## src/rtl/multicycle_control_unit_if.sv

```systemverilog
// multicycle_control_unit_if: instruction/data memory request-ready handshake bundle
//   imem_req/dmem_req   controller -> memory, request held until the matching ready
//   imem_ready/dmem_ready memory -> controller, acknowledges the request in that cycle
interface multicycle_control_unit_if;
    logic imem_req;
    logic imem_ready;
    logic dmem_req;
    logic dmem_ready;
    modport master (output imem_req, dmem_req, input imem_ready, dmem_ready);
    modport slave (input imem_req, dmem_req, output imem_ready, dmem_ready);
endinterface

```

## src/rtl/multicycle_control_unit.sv

```systemverilog
// multicycle_control_unit: multi-cycle RV32I control FSM (FETCH/DECODE/EXECUTE/MEM/WB/TRAP)
//   clk, rst            clock and synchronous active-high reset
//   opcode              instr[6:0] from IR, captured in DECODE
//   mem                 imem/dmem req-ready handshakes (master side)
//   IRWrite..Jump       datapath enables and mux selects
//   trap, trap_cause    sticky trap flag and cause (0 illegal, 1 system, 2 memory timeout)
//   instret             retired-instruction count, one per PCWrite pulse
module multicycle_control_unit #(
    parameter bit ENABLE_SYSTEM = 1'b1,
    parameter int MEM_TIMEOUT   = 0,
    parameter int TO_W          = 8,
    parameter int CNT_W         = 32
) (
    input  logic                 clk,
    input  logic                 rst,
    input  logic [6:0]           opcode,
    multicycle_control_unit_if.master mem,
    output logic                 IRWrite,
    output logic                 PCWrite,
    output logic                 Branch,
    output logic                 MemRead,
    output logic                 MemWrite,
    output logic                 MemtoReg,
    output logic                 ALUSrc,
    output logic [1:0]           ALUOp,
    output logic                 RegWrite,
    output logic                 Jump,
    output logic                 trap,
    output logic [1:0]           trap_cause,
    output logic [CNT_W-1:0]     instret
);
    typedef enum logic [2:0] {FETCH, DECODE, EXECUTE, MEM, WB, TRAP} state_t;

    localparam logic [6:0] OP_R     = 7'b0110011;
    localparam logic [6:0] OP_I     = 7'b0010011;
    localparam logic [6:0] OP_LD    = 7'b0000011;
    localparam logic [6:0] OP_ST    = 7'b0100011;
    localparam logic [6:0] OP_BR    = 7'b1100011;
    localparam logic [6:0] OP_JAL   = 7'b1101111;
    localparam logic [6:0] OP_JALR  = 7'b1100111;
    localparam logic [6:0] OP_LUI   = 7'b0110111;
    localparam logic [6:0] OP_AUIPC = 7'b0010111;
    localparam logic [6:0] OP_SYS   = 7'b1110011;

    state_t           state;
    logic [6:0]       op_q;
    logic [TO_W-1:0]  cnt;
    logic [1:0]       cause_q;
    logic [CNT_W-1:0] ret_q;

    // {ALUSrc, ALUOp, MemtoReg, Jump}
    function automatic logic [4:0] decode(input logic [6:0] op);
        case (op)
            OP_R:     decode = 5'b0_10_0_0;
            OP_I:     decode = 5'b1_10_0_0;
            OP_LD:    decode = 5'b1_00_1_0;
            OP_ST:    decode = 5'b1_00_0_0;
            OP_BR:    decode = 5'b0_01_0_0;
            OP_JAL:   decode = 5'b0_10_0_1;
            OP_JALR:  decode = 5'b1_00_0_1;
            OP_LUI:   decode = 5'b1_11_0_0;
            OP_AUIPC: decode = 5'b1_00_0_0;
            default:  decode = 5'b0_00_0_0;
        endcase
    endfunction

    function automatic logic legal(input logic [6:0] op);
        return op inside {OP_R, OP_I, OP_LD, OP_ST, OP_BR, OP_JAL, OP_JALR, OP_LUI, OP_AUIPC};
    endfunction

    logic run, in_fetch, in_mem, is_ld, is_st, is_br, waiting, expire;

    // Every output is forced low while rst is high, so an aborted instruction
    // never issues PCWrite/RegWrite or keeps a memory request alive.
    assign run      = !rst;
    assign in_fetch = run && state == FETCH;
    assign in_mem   = run && state == MEM;
    assign is_ld    = op_q == OP_LD;
    assign is_st    = op_q == OP_ST;
    assign is_br    = op_q == OP_BR;

    assign mem.imem_req = in_fetch;
    assign mem.dmem_req = in_mem;
    assign IRWrite      = in_fetch && mem.imem_ready;
    assign Branch       = run && state == EXECUTE && is_br;
    assign MemRead      = in_mem && is_ld;
    assign MemWrite     = in_mem && is_st;
    assign RegWrite     = run && state == WB;
    assign PCWrite      = Branch || RegWrite || (MemWrite && mem.dmem_ready);
    assign trap         = run && state == TRAP;
    assign trap_cause   = run ? cause_q : 2'd0;
    assign instret      = run ? ret_q : '0;
    assign {ALUSrc, ALUOp, MemtoReg, Jump} =
        (run && state inside {EXECUTE, MEM, WB}) ? decode(op_q) : 5'b0;

    // A waiting cycle is the only way to stay in FETCH/MEM, so clearing cnt on
    // every non-waiting cycle is the same as clearing it on state entry.
    assign waiting = (in_fetch && !mem.imem_ready) || (in_mem && !mem.dmem_ready);
    assign expire  = MEM_TIMEOUT != 0 && waiting && cnt == TO_W'(MEM_TIMEOUT - 1);

    always_ff @(posedge clk) begin
        if (rst) begin
            state   <= FETCH;
            op_q    <= '0;
            cnt     <= '0;
            cause_q <= 2'd0;
            ret_q   <= '0;
        end else begin
            cnt <= waiting ? cnt + 1'b1 : '0;
            if (PCWrite) ret_q <= ret_q + 1'b1;
            if (expire) begin
                state   <= TRAP;
                cause_q <= 2'd2;
            end else begin
                case (state)
                    FETCH:   if (mem.imem_ready) state <= DECODE;
                    DECODE: begin
                        op_q    <= opcode;
                        state   <= legal(opcode) ? EXECUTE : TRAP;
                        cause_q <= (ENABLE_SYSTEM && opcode == OP_SYS) ? 2'd1 : 2'd0;
                    end
                    EXECUTE: state <= (is_ld || is_st) ? MEM : is_br ? FETCH : WB;
                    MEM:     if (mem.dmem_ready) state <= is_ld ? WB : FETCH;
                    WB:      state <= FETCH;
                    default: state <= TRAP;
                endcase
            end
        end
    end
endmodule

```

## src/flat_wrapper.sv

```systemverilog
// flat-port wrapper written by rule: the top's interface ports become plain ports
module multicycle_control_unit_flat 
#(
    parameter bit ENABLE_SYSTEM = 1'b1,
    parameter int MEM_TIMEOUT   = 0,
    parameter int TO_W          = 8,
    parameter int CNT_W         = 32
)
  (clk, rst, opcode, IRWrite, PCWrite, Branch, MemRead, MemWrite, MemtoReg, ALUSrc, ALUOp, RegWrite, Jump, trap, trap_cause, instret, mem_imem_req, mem_dmem_req, mem_imem_ready, mem_dmem_ready);
  multicycle_control_unit_if mem_i ();
  input  logic clk;
  input  logic rst;
  input  logic [6:0] opcode;
  output logic IRWrite;
  output logic PCWrite;
  output logic Branch;
  output logic MemRead;
  output logic MemWrite;
  output logic MemtoReg;
  output logic ALUSrc;
  output logic [1:0] ALUOp;
  output logic RegWrite;
  output logic Jump;
  output logic trap;
  output logic [1:0] trap_cause;
  output logic [CNT_W-1:0] instret;
  output wire logic [$bits(mem_i.imem_req)-1:0] mem_imem_req;
  output wire logic [$bits(mem_i.dmem_req)-1:0] mem_dmem_req;
  input wire logic [$bits(mem_i.imem_ready)-1:0] mem_imem_ready;
  input wire logic [$bits(mem_i.dmem_ready)-1:0] mem_dmem_ready;
  assign mem_imem_req = mem_i.imem_req;
  assign mem_dmem_req = mem_i.dmem_req;
  assign mem_i.imem_ready = mem_imem_ready;
  assign mem_i.dmem_ready = mem_dmem_ready;
  multicycle_control_unit #(.ENABLE_SYSTEM(ENABLE_SYSTEM), .MEM_TIMEOUT(MEM_TIMEOUT), .TO_W(TO_W), .CNT_W(CNT_W)) u_core (.clk(clk), .rst(rst), .opcode(opcode), .mem(mem_i), .IRWrite(IRWrite), .PCWrite(PCWrite), .Branch(Branch), .MemRead(MemRead), .MemWrite(MemWrite), .MemtoReg(MemtoReg), .ALUSrc(ALUSrc), .ALUOp(ALUOp), .RegWrite(RegWrite), .Jump(Jump), .trap(trap), .trap_cause(trap_cause), .instret(instret));
endmodule
```

## config.mk

```make
export PLATFORM = sky130hd
export DESIGN_NAME = multicycle_control_unit_flat
export DESIGN_NICKNAME = d
export VERILOG_FILES = /design/src/rtl/multicycle_control_unit_if.sv /design/src/rtl/multicycle_control_unit.sv /design/src/flat_wrapper.sv
export SDC_FILE = /design/constraint.sdc
export NUM_CORES = 1
export LEC_CHECK = 0
export ABC_AREA = 1
export BUFFER_PORTS_ARGS = -buffer_cell sky130_fd_sc_hd__buf_4
export CORE_ASPECT_RATIO = 1.1
export CORE_UTILIZATION = 47
export DETAILED_ROUTE_END_ITERATION = 12
export GPL_TIMING_DRIVEN = 0
export PLACE_DENSITY = 0.81
export SLEW_MARGIN = 20
export SYNTH_ARGS = -nofsm -noshare
export SYNTH_HDL_FRONTEND = slang
export SYNTH_SLANG_ARGS = --single-unit
```

## constraint.sdc

```tcl
create_clock -name clk -period 2 [get_ports clk]
set_input_delay 0.4 -clock clk [delete_from_list [all_inputs] [get_ports clk]]
set_output_delay 0.4 -clock clk [all_outputs]
set_load 0.01 [all_outputs]
```

==> impl_summary.md <==
Yosys
The count of yosys warnings during synthesis is 0. The post-synthesis compound-gate area fraction is 8.92%. Of the total synthesized cell area, the portion taken by full adders, half adders and majority gates is 0.411%. The average cell area after synthesis is 5.69 um^2. Of the post-synthesis cell area, the part taken by muxes is 0%.

The post-synthesis cell count is 535. The share of synthesized area in the top cell type comes to 28.3%. The share of flip-flops with an asynchronous set or reset after synthesis is 0%.

The synthesized design spends more area on one cell type than any other, namely dfxtp_1. The flip-flop and latch count after synthesis is 43. After synthesis, the largest family of logic cells by area is simple AND/OR/NAND/NOR gates. Summing the sequential cell areas from Yosys gives 28.3% of the chip area. Summing every instance area after synthesis gives 3040 um^2. The share of synthesized cell area in and, or, nand and nor gates is 47.1%. The net count after synthesis is 547.

Yosys attributes the largest share of cell area to dfxtp_1, nand2_1, nor2_1, inv_1, nand4_1. The number of enable flip-flop cells after synthesis is 0. The post-synthesis xor/xnor area fraction is 3.74%.

The primary flip-flop cell chosen by synthesis mapping is dfxtp_1. In this run, distinct cell masters in the synthesized netlist total 29.

Worst hold path
The path category of the worst min-delay check is input port to register. The worst hold path startpoint is opcode[2]. The worst hold path was traced through 3 stages. The path with the worst hold slack has its endpoint at u_core.op_q[2].

Routing
The first detailed-routing pass took 5 iterations. In this run the remaining antenna-violating nets after routing total 0. The first routing iteration left 275 violations.

The total detailed-routing wirelength is 9480 um. In the routed design, unresolved DRC markers number 0. The detail-routed via count per cell is 5.33.

For this block, the via count after detailed routing is 3680. The average wire per cell in the routed design is 13.7 um.

CTS
For the worst-skew pair, the clock arrives at the later sink with an insertion delay of 300 ps. The hold buffer count at cts is 0. The clock tree root buffer cell is clkbuf_8.

The number of sinks driven by the clock tree is 43. The number of clock buffers added by TritonCTS is 5. The number of H-tree branching levels is 2.

Clock-pin slew was measured on the worst setup and hold paths at 80 ps. The maximum buffer depth of the clock tree is 2. The TritonCTS clock tree is done.

Final layout
In the layout the commonest cells are nand2_1, nor2_1, buf_4, inv_1, a21oi_1. Compared with the post-synthesis result, the final layout area differs by 27.9%. After the last flow step, the layout net total stands at 623. The number of antenna diodes in the final layout is 0. The layout has 619 filler cells. Of the cells placed in the final design, the portion with a size suffix greater than 1 is 20.0%. Leaving out fill and tap cells, the most frequent cell in the layout is nand2_1.

STA
The shortest period the worst path allows is 1990 ps. The final number of max-transition violations was 0. The final critical path takes up 99.5% of the cycle. The measured slew at the worst slew-check pin is 613 ps. The number of failing hold endpoints at the final stage came to 0. Timing would allow up to 0.503 GHz.

Setup repair after global routing could not meet its margin everywhere. Setup slack closes at 10.9 ps. In this run the tightest slew margin relative to its limit is 59.2%.

Setup violations remaining at the end of the flow were counted as 0. On the final layout, the worst clock skew is 5.47 ps. The sum of negative setup slack is 0 ps.

Setup path
The critical path contains buffers and inverters numbering 2 combined. The library cell contributing the largest single delay on the critical path is dfxtp_4. The critical path arrival is 1590 ps. The capture instance of the worst register-to-register path is u_core.ret_q[17]. STA classifies the critical path startpoint as a register. The largest stage delay on the critical path is 350 ps. The critical path in this run is classified as register to output port. The endpoint class of the critical path is an output port. At the worst endpoint, the required time is 1600 ps. Across all register-to-register paths, the minimum setup slack is 150 ps. The depth of the worst register-to-register path is 7.

Of all nets on the critical path, the largest fanout is 3. The kind of cell adding the most delay to the critical path is simple AND/OR/NAND/NOR gates. Traced cell by cell, the critical path runs through or2_4 -> nand2_2 -> inv_2 -> nor3_4 -> o21ai_2 -> nor2_1 -> buf_4. The worst register-to-register path begins at u_core.ret_q[2].

Floorplan
The die outline width is 78.7 um. The row count is 30. 59 I/O pins were placed.

The floorplan step set the die height to 86.4 um. The die covers 6800 um^2. For this configuration, the core starts out at a cell density of 49.2%.

In this run the standard cell core region covers 6190 um^2.

Pwr
The worst-case vdd ir drop is 0.377 mV. Registers are responsible for 46.7% of the overall power. Power spread over the standard cell area amounts to 515 nW/um^2. In this run, the clock network consumes 34.0% of the power. For this design the static power due to leakage is 1.57 nW. The portion of total power attributed to combinational logic is 19.4%. The internal portion of the total power is 1.41 mW.

The switching share of total power is 29.9%. The switching power is 0.599 mW.

Placement
Summed over all nets, the half-perimeter wirelength after detailed placement is 7000 um. Prior to clock tree synthesis, the placed netlist has a worst setup slack of -96.1 ps. The final estimated routing congestion in global placement is 0.962.

The port buffer count is 57.

Global routing
The first-pass GRT wire length is 15100 um. Global routing consumed, over all layers together, 28.3% of the routing resources. The initial antenna violation count is 0.

The leftover overflow at the end of global routing is 0. The pin count of the biggest net entering global routing is 13. The number of global-route vias before repair was 3301.

Run
The number of maximum-capacitance constraint violations is 0.

Run status
The run finished with clean final reports.
power by group through the flow:
stage / logic, mW / clock network, mW / registers (mW)
final: 0.388 / 0.681 / 0.936
after global routing: 0.422 / 0.729 / 0.941
after CTS: 0.312 / 0.684 / 0.928
after detailed placement: 0.298 / 0 / 0.946
after global placement: 0.289 / 0 / 0.943
after floorplan: 0.205 / 0 / 0.937
sequential cells by signal (all words and copies together), names as in the netlist:
| register | cells |
|---|---|
| u_core.cause_q | 1 |
| u_core.op_q | 7 |
| u_core.ret_q | 32 |
| u_core.state | 3 |
cell usage after synthesis, types with 3 or more instances:
cell type and n:
nor2_2 3, dfxtp_1 43, clkbuf_1 10, buf_6 3, a21oi_1 36, buf_1 4
nand3_1 29, inv_1 62, nand3_2 3, inv_2 3, nor2_1 115, nand4_1 30
xor2_1 13, o21ai_0 14, nor3_1 6, nand2_1 148
logic make-up (layout without fill, tap and decap cells):
family,count (synthesis),in the layout
AND/OR/NAND/NOR,339,339
buffers and inverters,85,161
AO/OA/AOI/OAI,53,53
flip-flops,43,43
XOR/XNOR,13,13
adder cells (fa/ha/maj),1,1
other,1,1
worst reg2reg max path: cells and delay by family (launching register included):
family           cells  cell delay, ps
AND/OR/NAND/NOR      7            1330
flip-flops           1             430
timing repair:
item                                    CTS  global route
pin swaps                                 3             7
endpoints found under the hold margin     0             0
endpoints found under the setup margin   37             9
resized for setup                        15            35
setup buffers                             3            10
metrics by stage:
stage / power [mW] / hold slack, ps / cell area, um^2 / util, % / std cells
after floorplan: 1.14 / 455 / 3040 / - / 535
after global placement: 1.23 / 465 / 3570 / 57.7 / 672
after detailed placement: 1.24 / 476 / 3570 / 57.7 / 672
after CTS: 1.92 / 353 / 3740 / 60.5 / 682
after global routing: 2.09 / 362 / 3890 / 62.8 / 691
final: 2.01 / 363 / 3890 / 62.8 / 691
routing by layer:
metal | vias up | share of wire, % | GRT usage (%)
li1 | 1842 | - | -
met1 | 1636 | 41 | 34.2
met2 | 176 | 49 | 50.0
met3 | 26 | 6.6 | 3.89
met4 | 0 | 3.1 | 11.8
met5 | - | 0 | 0
worst max-delay path by stage:
stage,startpoint,endpoint,cells after the start
finish,u_core.state[0],ALUOp[0],7
global route,u_core.state[0],ALUOp[0],7
CTS,u_core.op_q[3],PCWrite,8
detailed placement,rst,instret[10],5
global placement,rst,instret[10],5
floorplan,u_core.state[0],ALUOp[0],6
cell type report:
cell class	instances	area [um^2]	share of cell area, %
tap	80	100	2.57
multi-input combinational	407	1940	49.8
sequential	43	882	22.7
timing repair buffer	70	526	13.5
inverter	66	248	6.36
clock inverter	1	30.0	0.771
buffer	18	95.1	2.44
clock buffer	6	72.6	1.86
(Power assumes the default switching activity.)
